### src/rtl/wb_shared_port_arbiter_pkg.sv
// Shared types and default constants for the two-master Wishbone shared-port arbiter.
package wb_shared_port_arbiter_pkg;

  typedef enum logic [1:0] {
    IDLE = 2'd0,
    BUSY = 2'd1,
    RESP = 2'd2
  } arb_state_e;

  localparam int unsigned DEF_TIMEOUT  = 255;
  localparam int unsigned DEF_TW       = 8;
  localparam logic [31:0] DEF_ERR_DATA = 32'hDEAD_BEEF;

endpackage

### src/rtl/wb_rr_arbiter2.sv
// Two-way round-robin grant: on a tie the master that did not win last time is granted.
module wb_rr_arbiter2 (
  input  logic [1:0] req_i,
  input  logic       last_grant_i,
  output logic [1:0] gnt_o
);

  always_comb begin
    gnt_o = 2'b00;
    if (req_i[0] && (!req_i[1] || last_grant_i)) begin
      gnt_o = 2'b01;
    end else if (req_i[1]) begin
      gnt_o = 2'b10;
    end
  end

endmodule

### src/rtl/wb_shared_port_arbiter.sv
// Two-master, one-slave Wishbone arbiter: single transfer per grant, registered slave drive,
// round-robin grant and a bus-timeout watchdog that aborts a stuck transfer.
module wb_shared_port_arbiter
  import wb_shared_port_arbiter_pkg::*;
#(
  parameter int unsigned     AW       = 32,
  parameter int unsigned     DW       = 32,
  parameter int unsigned     TIMEOUT  = DEF_TIMEOUT,
  parameter int unsigned     TW       = DEF_TW,
  parameter logic [DW-1:0]   ERR_DATA = DW'(DEF_ERR_DATA)
) (
  input  logic              wb_clk_i,
  input  logic              wb_rst_i,
  input  logic              m0_cyc_i,
  input  logic              m0_stb_i,
  input  logic              m0_we_i,
  input  logic [DW/8-1:0]   m0_sel_i,
  input  logic [AW-1:0]     m0_adr_i,
  input  logic [DW-1:0]     m0_dat_i,
  output logic [DW-1:0]     m0_dat_o,
  output logic              m0_ack_o,
  input  logic              m1_cyc_i,
  input  logic              m1_stb_i,
  input  logic              m1_we_i,
  input  logic [DW/8-1:0]   m1_sel_i,
  input  logic [AW-1:0]     m1_adr_i,
  input  logic [DW-1:0]     m1_dat_i,
  output logic [DW-1:0]     m1_dat_o,
  output logic              m1_ack_o,
  output logic              s_cyc_o,
  output logic              s_stb_o,
  output logic              s_we_o,
  output logic [DW/8-1:0]   s_sel_o,
  output logic [AW-1:0]     s_adr_o,
  output logic [DW-1:0]     s_dat_o,
  input  logic [DW-1:0]     s_dat_i,
  input  logic              s_ack_i,
  output logic              timeout_o,
  output logic              owner_o
);

  arb_state_e        state_q, state_d;
  logic [1:0]        m_req, m_cyc, gnt, m_ack;
  logic              gsel;
  logic [AW-1:0]     m_adr [2];
  logic [DW-1:0]     m_wdat [2];
  logic [DW-1:0]     m_rdat [2];
  logic [DW/8-1:0]   m_sel [2];
  logic              m_we [2];

  logic              owner_q, last_grant_q, we_q, timeout_q;
  logic [AW-1:0]     adr_q;
  logic [DW-1:0]     wdat_q;
  logic [DW/8-1:0]   sel_q;
  logic [TW-1:0]     cnt_q, cnt_inc;
  logic              busy, resp, owner_live, cnt_hit, xfer_done, abort;

  assign m_req     = {m1_cyc_i & m1_stb_i, m0_cyc_i & m0_stb_i};
  assign m_cyc     = {m1_cyc_i, m0_cyc_i};
  assign m_adr[0]  = m0_adr_i;
  assign m_adr[1]  = m1_adr_i;
  assign m_wdat[0] = m0_dat_i;
  assign m_wdat[1] = m1_dat_i;
  assign m_sel[0]  = m0_sel_i;
  assign m_sel[1]  = m1_sel_i;
  assign m_we[0]   = m0_we_i;
  assign m_we[1]   = m1_we_i;

  wb_rr_arbiter2 u_rr (
    .req_i        (m_req),
    .last_grant_i (last_grant_q),
    .gnt_o        (gnt)
  );

  assign gsel       = gnt[1];
  assign owner_live = m_cyc[owner_q];
  // Watchdog saturates rather than wrapping; the incremented value is what gets compared.
  assign cnt_inc    = (&cnt_q) ? cnt_q : cnt_q + TW'(1);
  assign cnt_hit    = (cnt_inc == TW'(TIMEOUT));
  assign xfer_done  = busy && owner_live && (s_ack_i || cnt_hit);
  assign abort      = busy && owner_live && !s_ack_i && cnt_hit;

  always_ff @(posedge wb_clk_i or posedge wb_rst_i) begin
    if (wb_rst_i) begin
      state_q <= IDLE;
    end else begin
      state_q <= state_d;
    end
  end

  always_comb begin
    state_d = state_q;
    case (state_q)
      IDLE: if (|gnt) state_d = BUSY;
      BUSY: begin
        if (!owner_live) begin
          state_d = IDLE;
        end else if (s_ack_i || cnt_hit) begin
          state_d = RESP;
        end
      end
      RESP:    state_d = IDLE;
      default: state_d = IDLE;
    endcase
  end

  always_comb begin
    busy    = (state_q == BUSY);
    resp    = (state_q == RESP);
    s_cyc_o = busy;
    s_stb_o = busy;
    s_we_o  = busy & we_q;
  end

  always_ff @(posedge wb_clk_i or posedge wb_rst_i) begin
    if (wb_rst_i) begin
      owner_q      <= 1'b0;
      last_grant_q <= 1'b1;
      adr_q        <= '0;
      wdat_q       <= '0;
      sel_q        <= '0;
      we_q         <= 1'b0;
      cnt_q        <= '0;
      timeout_q    <= 1'b0;
    end else begin
      timeout_q <= abort;
      if (state_q == IDLE && |gnt) begin
        owner_q <= gsel;
        adr_q   <= m_adr[gsel];
        wdat_q  <= m_wdat[gsel];
        sel_q   <= m_sel[gsel];
        we_q    <= m_we[gsel];
        cnt_q   <= '0;
      end
      if (busy) cnt_q <= cnt_inc;
      if (resp) last_grant_q <= owner_q;
    end
  end

  // Each master keeps its own read-data register so a response to the other master never disturbs it.
  for (genvar gi = 0; gi < 2; gi++) begin : g_master
    logic [DW-1:0] rdat_q;

    always_ff @(posedge wb_clk_i or posedge wb_rst_i) begin
      if (wb_rst_i) begin
        rdat_q <= '0;
      end else if (xfer_done && owner_q == 1'(gi)) begin
        rdat_q <= abort ? ERR_DATA : s_dat_i;
      end
    end

    assign m_rdat[gi] = rdat_q;
    assign m_ack[gi]  = resp && (owner_q == 1'(gi));
  end

  assign m0_dat_o  = m_rdat[0];
  assign m1_dat_o  = m_rdat[1];
  assign m0_ack_o  = m_ack[0];
  assign m1_ack_o  = m_ack[1];
  assign s_adr_o   = adr_q;
  assign s_dat_o   = wdat_q;
  assign s_sel_o   = sel_q;
  assign timeout_o = timeout_q;
  assign owner_o   = owner_q;

endmodule
### config.mk
export PLATFORM = sky130hd
export DESIGN_NAME = wb_shared_port_arbiter
export DESIGN_NICKNAME = d
export VERILOG_FILES = /design/src/rtl/wb_shared_port_arbiter_pkg.sv /design/src/rtl/wb_rr_arbiter2.sv /design/src/rtl/wb_shared_port_arbiter.sv
export SDC_FILE = /design/constraint.sdc
export NUM_CORES = 1
export LEC_CHECK = 0
export CAP_MARGIN = 20
export CORE_MARGIN = 5
export CORE_UTILIZATION = 38
export CTS_CLUSTER_DIAMETER = 40
export CTS_CLUSTER_SIZE = 8
export DETAILED_ROUTE_END_ITERATION = 8
export HOLD_SLACK_MARGIN = 0.03
export PLACE_DENSITY_LB_ADDON = 0.3
export REMOVE_ABC_BUFFERS = 1
export SYNTH_ARGS = -nofsm -noshare
export SYNTH_HDL_FRONTEND = slang
export SYNTH_SLANG_ARGS = --single-unit
### constraint.sdc
create_clock -name wb_clk_i -period 5.64 [get_ports wb_clk_i]
set_clock_uncertainty 0.15 [all_clocks]
set_input_delay 1.692 -clock wb_clk_i [delete_from_list [all_inputs] [get_ports wb_clk_i]]
set_output_delay 1.692 -clock wb_clk_i [all_outputs]
set_load 0.1 [all_outputs]
* Yosys cells after proc, flatten, opt, wreduce, memory -nomap -nowiden *
Cells that the tools add are included.
Widths: inputs -> output; s select.

word-level totals
  register bits after elaboration = 146
  latch bits = 0
  RAM bits = 0
  ROM bits = 0
  bits of input ports = 177
  output and inout port bits = 139
  logic and storage cells = 67
  memories kept = 0

operators by class
  add/subtract/negate cells = 1
  $mul = 0
  div/mod/pow operators = 0
  magnitude comparators = 2
  equal/unequal tests = 5
  shifts and indexed selects = 0
  multiplexer cells = 24
  bitwise logic cells = 5
  reduce and logical (&&, ||, !) cells = 19

operator list
  cell                 number
  $mux 32              7
  $mux 8               3
  $mux 4               3
  $logic_and 1x1->1    10
  $mux 2               5
  $add 8x1->8 const B  1
  $eq 8x8->1 const B   1
  $reduce_and 8->1     1
  $mux 1               5
  $pmux 2 s2           1
  $and 1x1->1          3
  $ne 3x2->1 const B   1
  $eq 2x1->1 const B   1
  $eq 2x2->1 const B   1
  $ge 2x2->1 const B   1
  $logic_not 1->1      2
  $logic_not 2->1      1
  $logic_or 1x1->1     2
  $lt 1x2->1 const B   1
  $ne 2x2->1 const B   1
  $not 1->2            1
  $reduce_and 2->1     1
  $reduce_bool 2->1    1
  $reduce_or 2->1      1
  $not 1->1            1

* Depth between registers and ports, before layout *
  word-level depth = 9
  mapped depth = 8
  gate-level depth less buffers = 6

* Cells and area by module *
A second synthesis with hierarchy kept.

second synthesis, totals
  cell total of the unflattened synthesis = 684
  area, all modules = 6744.0 sq um

modules (own cells, without submodules)
  module                  times used  cells an instance  area each (sq um)  seq. area each (sq um)
  wb_shared_port_arbiter  1           681                6725.2             3654.8
  wb_rr_arbiter2          1           3                  18.8               0.0

* Worst setup path before layout *
Ideal clock, no wire load.

  kind = flip-flop to output port
  start = register state_q[1]
  end = output port s_we_o
  arrival time = 2.590 ns
  required time = 3.798 ns
  setup slack = 1.208 ns
  cell stages (with the launch flop) = 5
  buffers on the path = 1
  path through = dfrtp_1 nand2b_1 inv_1 clkbuf_1 and2_1

between the ends
  longest elaborated chain between the ends = 2

ends and longest elaborated chain
  what                    RTL line                       text
  start, declared         wb_shared_port_arbiter.sv:42   arb_state_e state_q, state_d;
  start signal, assigned  wb_shared_port_arbiter.sv:87   state_q <= state_d;
  $eq 2x1->1              wb_shared_port_arbiter.sv:108  busy = (state_q == BUSY);
  named net s_cyc_o       wb_shared_port_arbiter.sv:30   output logic s_cyc_o,
  $and 1x1->1             wb_shared_port_arbiter.sv:112  s_we_o = busy & we_q;
  end, declared           wb_shared_port_arbiter.sv:32   output logic s_we_o,

The timed path passes the listed nets, and every way through them passes these cells.

* Worst setup path after layout *
  start = register state_q[1]
  end = output port s_we_o

between the ends
  longest elaborated chain between the ends = 2

ends and longest elaborated chain
  what         RTL line
  $eq 2x1->1   wb_shared_port_arbiter.sv:108
  $and 1x1->1  wb_shared_port_arbiter.sv:112

No other way between the ends.

==> summary.md <==
| Metric | Value |
|---|---|
| Run status | completed |
| Post-CTS sizing | 0 |
| Main flop type after synthesis | dfrtp_1 |
| Post-CTS Setup Inserts | 0 |
| Die Ht | 147 um |
| Synth unique cells | 39 |
| Placeable Area | 18600 um2 |
| Root Driver | clkbuf_16 |
| Gr usage total | 20.3% |
| Syn Inst Count | 717 |
| DRT Pass-1 Iters | 4 |
| Synth Register Bits | 146 |
| Hold path start | s_adr_o[21]$_DFFE_PP0P_ |
| Max-cap check violation count | 0 |
| Nets | 1190 |
| RSZ-0062 raised after global routing | false |
| CP Cell Sequence | nand2b_1, inv_1, and2_1, clkdlybuf4s50_1 |
| Crit share post-route | 80.4% |
| PD cells | 518 nW/um2 |
| Critical path arrival | 2.69 ns |
| Post-synth EDFFs | 0 |
| Hold_buf cts | 0 |
| Initial Util | a little under 40% |
| CTS tree | yes |
| R2r startpoint | cnt_q[0]$_DFFE_PP0P_ |
| Max-slew violations | 0 |
| Final hold viol count | 0 |
| Hold Crit Endpoint | s_adr_o[21]$_DFFE_PP0P_ |
| Final ANT Viol Nets | 0 |
| GP Congestion | 0.828 |
| Flop2flop setup slack | 2.55 ns |
| Routed len/inst | 17.7 um |
| Fillers | 1597 |
| Inserted Clock Buffers | 17 |
| Syn. warnings | 0 |
| Average vias per placed instance | 5.01 |
| Initial antenna violation count | 1 |
| Worst slew margin | approximately 29% |
| H-tree Lvls | 4 |
| Crit path kind | flip-flop to output pin |
| Die area | 21700 um2 |
| Commonest non-fill, non-tap cell in the layout | clkdlybuf4s50_1 |
| Hold path cells | 2 |
| Met1 WL | 9240 um |
| Clk_lat worst skew | 0.41 ns |
| Die Wd | around 150 um |
| Syn-to-layout area delta | 54.7% |
| Fin Setup TNS | 0 ns |
| Vias in the first global route | between 6000 and 7000 |
| Total power | 5.75 mW |
| CP max-delay cell | clkdlybuf4s50_1 |
| Rows | 50 |
| First-pass GRT wire length | 34800 um |
| FF-to-FF path depth | 7 |
| GR Overflow Total | 0 |
| Synthesized area | ~7000 um2 |
| Critical Path End Type | output pin |
| Clk sinks | 146 |
| Residual DRC | 0 |
| Setup violators final | 0 |
| Largest net degree at the start of global routing | 78 |
| CP startpoint kind | flip-flop |
| Req. time, crit path | 3.80 ns |
| Clock Path Buffers | 2 |
| Worst-path clk slew | 0.06 ns |
| I/O Buffers | 315 |
| Biggest cell delay along the critical path | between 1 and 1.5 ns |
| DRT iter0 DRCs | 294 |
| Peak supply drop | just over 0.4 mV |
| Max frequency | 221 MHz |
| Worst Hold Class | flip-flop to flip-flop |
| Maximum fanout along the worst path | 13 |
| WL final | around 22000 um |
| FF-to-FF End | m0_dat_o[29]$_DFFE_PP0P_ |
| Most frequent cells in the layout | clkdlybuf4s50_1, nand2_1, dfrtp_1 |
| HPWL Detailed | between 15000 and 20000 um |
| Met2 wire length | 10900 um |
| DR vias | 6311 |
| I/O pins | around 320 |
| Met3 wire length | about 1900 um |
| Asr flop ratio synth | 100% |
| Sequential fraction of the synthesis area | between 50% and 60% |
| Tmin final | approximately 4.5 ns |
| Highest routed layer | met4 |
| Share of cells above drive strength 1 | 9.17% |
| Syn_area_per_cell | about 10 um2 |
| Worst Tran Pin Value | around 1.1 ns |
| Lkg Pwr | 4.93 nW |
through the flow:
stage	util (%)	instances	setup WS [ns]	instance area, um2	hold WS, ns
floorplan	-	665	-0.123	6930	0.292
global placement	56.4	1226	1.61	10500	0.310
detailed placement	56.4	1226	1.58	10500	0.319
CTS	59.4	1258	1.12	11100	0.333
global route	59.6	1259	0.999	11100	0.355
finish	59.6	1260	1.11	11100	0.327
Yosys cell counts, types with 2 or more instances:
master / instances / area, um2
buf_2: 2 / 10.0
nand3_1: 5 / 25.0
a2bb2oi_1: 4 / 35.0
a21oi_1: 25 / 125
dfrtp_1: 145 / 3630
nand2b_1: 27 / 169
o21a_1: 2 / 15.0
nand2_1: 173 / 649
a2bb2oi_2: 44 / 661
clkbuf_1: 39 / 146
o22ai_1: 16 / 100
mux2i_1: 71 / 711
and3_1: 2 / 12.5
a211o_1: 2 / 17.5
buf_1: 3 / 11.3
o21ai_0: 75 / 375
a211oi_1: 2 / 15.0
and2_1: 4 / 25.0
buf_4: 3 / 22.5
buf_6: 5 / 56.3
a21o_1: 2 / 15.0
nor3_1: 5 / 25.0
nand4_1: 3 / 18.8
nor2_1: 23 / 86.3
inv_1: 21 / 78.8
cell type report:
| cell class | instances | area [um2] | share of cell area (%) |
|---|---|---|---|
| flip-flops and latches | 146 | 3650 | 32.9 |
| repair buffers | 328 | 3300 | 29.7 |
| multi-input cells | 498 | 3220 | 29.0 |
| clock buffers | 21 | 460 | 4.14 |
| well taps | 234 | 293 | 2.63 |
| clock inverters | 11 | 104 | 0.935 |
| inverters | 21 | 83.8 | 0.754 |
| diodes | 1 | 2.50 | 0.0225 |
cells by family after synthesis:
group | Yosys count | synth area share (%)
AOI/OAI and AO/OA | 178 | 19.8
muxes | 71 | 9.90
DFF | 146 | 50.9
and+or+nand+nor | 248 | 14.7
buffers and inverters | 73 | 4.53
adders and majority gates | 1 | 0.174
layer usage:
metal,vias up,GRT usage [%]
met4,0,5.41
li1,3057,-
met1,2989,25.1
met2,249,34.2
met5,-,0
met3,16,6.90
how the worst max path moves through the flow:
stage | start | to | slack (ns) | cells past startpoint
detailed placement | state_q[1]$_DFFE_PP0P_ | s_we_o | 1.58 | 4
global placement | state_q[1]$_DFFE_PP0P_ | s_we_o | 1.61 | 4
CTS | state_q[1]$_DFFE_PP0P_ | s_we_o | 1.12 | 4
finish | state_q[1]$_DFFE_PP0P_ | s_we_o | 1.11 | 4
global route | state_q[1]$_DFFE_PP0P_ | s_we_o | 1.0 | 4
floorplan | wb_rst_i | cnt_q[0]$_DFFE_PP0P_ | -0.12 | 1
where the power goes:
part / internal [mW] / switching, mW / total, mW
combinational: 0.756 / 2.41 / 3.17
sequential: 1.31 / 0.184 / 1.50
clock: 0.632 / 0.452 / 1.08
critical path, delay by kind of cell (launching register included):
family | cells | cell delay [ns]
simple gates | 2 | 0.42
flops | 1 | 0.43
buf+inv | 2 | 1.42
registers in the layout, summed over array words and instances, names as in the netlist:
| register | cells |
|---|---|
| cnt_q | 8 |
| last_grant_q | 1 |
| m0_dat_o | 32 |
| m1_dat_o | 32 |
| owner_o | 1 |
| s_adr_o | 32 |
| s_dat_o | 32 |
| s_sel_o | 4 |
| state_q | 2 |
| timeout_o | 1 |
| we_q | 1 |
No activity file was read; power rests on OpenSTA's default activity.
==> edit: new RTL, same settings <==
Set the parameter `AW` to 64 (it was 32).
--- a/src/rtl/wb_shared_port_arbiter.sv
+++ b/src/rtl/wb_shared_port_arbiter.sv
@@ -3,7 +3,7 @@
 module wb_shared_port_arbiter
   import wb_shared_port_arbiter_pkg::*;
 #(
-  parameter int unsigned     AW       = 32,
+  parameter int unsigned     AW       = 64,
   parameter int unsigned     DW       = 32,
   parameter int unsigned     TIMEOUT  = DEF_TIMEOUT,
   parameter int unsigned     TW       = DEF_TW,
Interface: changed (resized m0_adr_i, m1_adr_i and s_adr_o); port bits go from 316 to 412. No check against the original RTL was run, so the function may have changed too.
==> edit against the unedited design <==
  * Wire length increased by 35%
  * Core utilization increased by 2.5 points
  * Power increased by 33%
  * Count of clock-buffer cells in the layout unchanged
  * Synthesized cell count increased by 15%
  * Sequential power increased by 27%
  * Setup slack improved by 0.28 ns
  * Synthesized area increased by 15%
  * Sequential cell count increased by 32
  * Combinational power increased by 43%
  * Final area increased by 18%
  * Non-clock buffer count increased by 95
  * Die area increased by 14%
  * Critical endpoint is now m1_ack_o
  * Largest cell class unchanged
  * Largest power group unchanged
  * Highest routed layer unchanged
==> edit: results (changes against the unedited design) <==
| Metric | Value |
|---|---|
| Number of cells on the worst hold path | `1 (-1)` |
| Critical Path Sink | `m1_ack_o` |
| Worst-path maximum fanout | `5 (-8)` |
| Met2 track utilization from global routing | `40.4% (+6.2 points)` |
| Gate power share | `59.1% (+4.0 points)` |
| Number of nets in the final layout | `1439 (+21%)` |
| IO Port Bufs | `411 (+30%)` |
| Inserted Diodes | `0 (-1)` |
| Origin of the worst setup path | `state_q[0]` |
| Run status | `complete, no violations` |
| Placer's final routability congestion estimate | `0.851 (+2.8%)` |
| Starting DRT DRC Count | `425 (+45%)` |
| Placement-stage cell area | `12500 sq um (+19%)` |
| Synth unique cells | `41 (+5.1%)` |
| Worst reg2reg path depth | `6 (-1)` |
| Hold Path Origin | `last_grant_q` |
| Switching power total | `4.23 mW (+39%)` |
| Maximum number of pins on one net before global-route repair | `210 (+170%)` |
| Fraction of the yosys area taken by sequential cells | `54.1% (+3.2 points)` |
| Synth Area per Inst | `10.0 sq um (about the same)` |
| Worst hold margin | `0.366 ns (+0.0388 ns)` |
| Endpoint arrival time on the critical path | `2.41 ns (-0.28 ns)` |
| Cells after DPL | `1452 (+18%)` |
| Part of the total power dissipated in sequential elements | `24.8% (-1.2 points)` |
| Routed wirelength normalized by instance count | `20.3 um (+14%)` |
| Antenna violations before repair | `0 (-1)` |
| Hold-critical path endpoint | `last_grant_q` |
| Half-perimeter wire length after detailed placement | `22700 um (+38%)` |
| Worst path max stage delay | `1.20 ns (+0.07 ns)` |
| Vias in the first global route | `7547 (+21%)` |
| Cell types occupying the most area after synthesis | `sky130_fd_sc_hd__dfrtp_1, sky130_fd_sc_hd__mux2i_1, sky130_fd_sc_hd__a21oi_1` |
| Endpoint of the most critical register-to-register path | `m0_dat_o[8]` |
| Wire length of the first global-routing pass | `43700 um (+26%)` |
| Commonest cells post-synth | `sky130_fd_sc_hd__dfrtp_1, sky130_fd_sc_hd__nor2_1, sky130_fd_sc_hd__a21oi_1` |
| R2r setup slk | `2.78 ns (+0.23 ns)` |
| Final wirelength | `30200 um (+35%)` |
| WL met1 | `11400 um (+23%)` |
| Worst IR Drop VDD | `0.345 mV (-16%)` |
| Via count | `7584 (+20%)` |
| Pin slew with the least headroom to its limit | `1.14 ns (+0.0771 ns)` |
| Leakage Power | `5.74 nW (+16%)` |
| Sequential power | `1.90 mW (+27%)` |
| Worst-case setup slack after placement | `1.43 ns (-0.149 ns)` |
| Met1 layer usage reported by global route | `27.9% (+2.8 points)` |
| Global router's overall resource usage | `23.2% (+2.9 points)` |
| Met2 wire length | `15800 um (+44%)` |
[edit: cell count changes after synthesis, sizes merged, moves of 24 or more]
cell     change
nand2      -144
mux2i       +33
dfrtp       +32
o22ai       +32
nor2       +133
a2bb2oi     -48
o21ai       -58
a21oi      +128
nand2b      -24
[edit: kinds of logic (layout without fill, tap and decap cells)]
| group | Yosys count | count (layout) | synth area share [%] |
|---|---|---|---|
| compound gates | 254 | 254 | 18.1 |
| xor+xnor | 1 | 1 | 0.106 |
| fa+ha+maj | 1 | 1 | 0.152 |
| buf+inv | 72 | 459 | 4.24 |
| flops | 178 | 178 | 54.1 |
| mux | 105 | 105 | 12.8 |
| simple gates | 212 | 212 | 10.6 |
[edit: layout make-up]
type | count | area (sq um)
clock buffers | 21 | 460
fillers | 1754 | 8010
well taps | 275 | 344
multi-input cells | 573 | 3460
clock inverters | 11 | 151
inverters | 4 | 20.0
repair buffers | 423 | 4250
flip-flops and latches | 178 | 4460
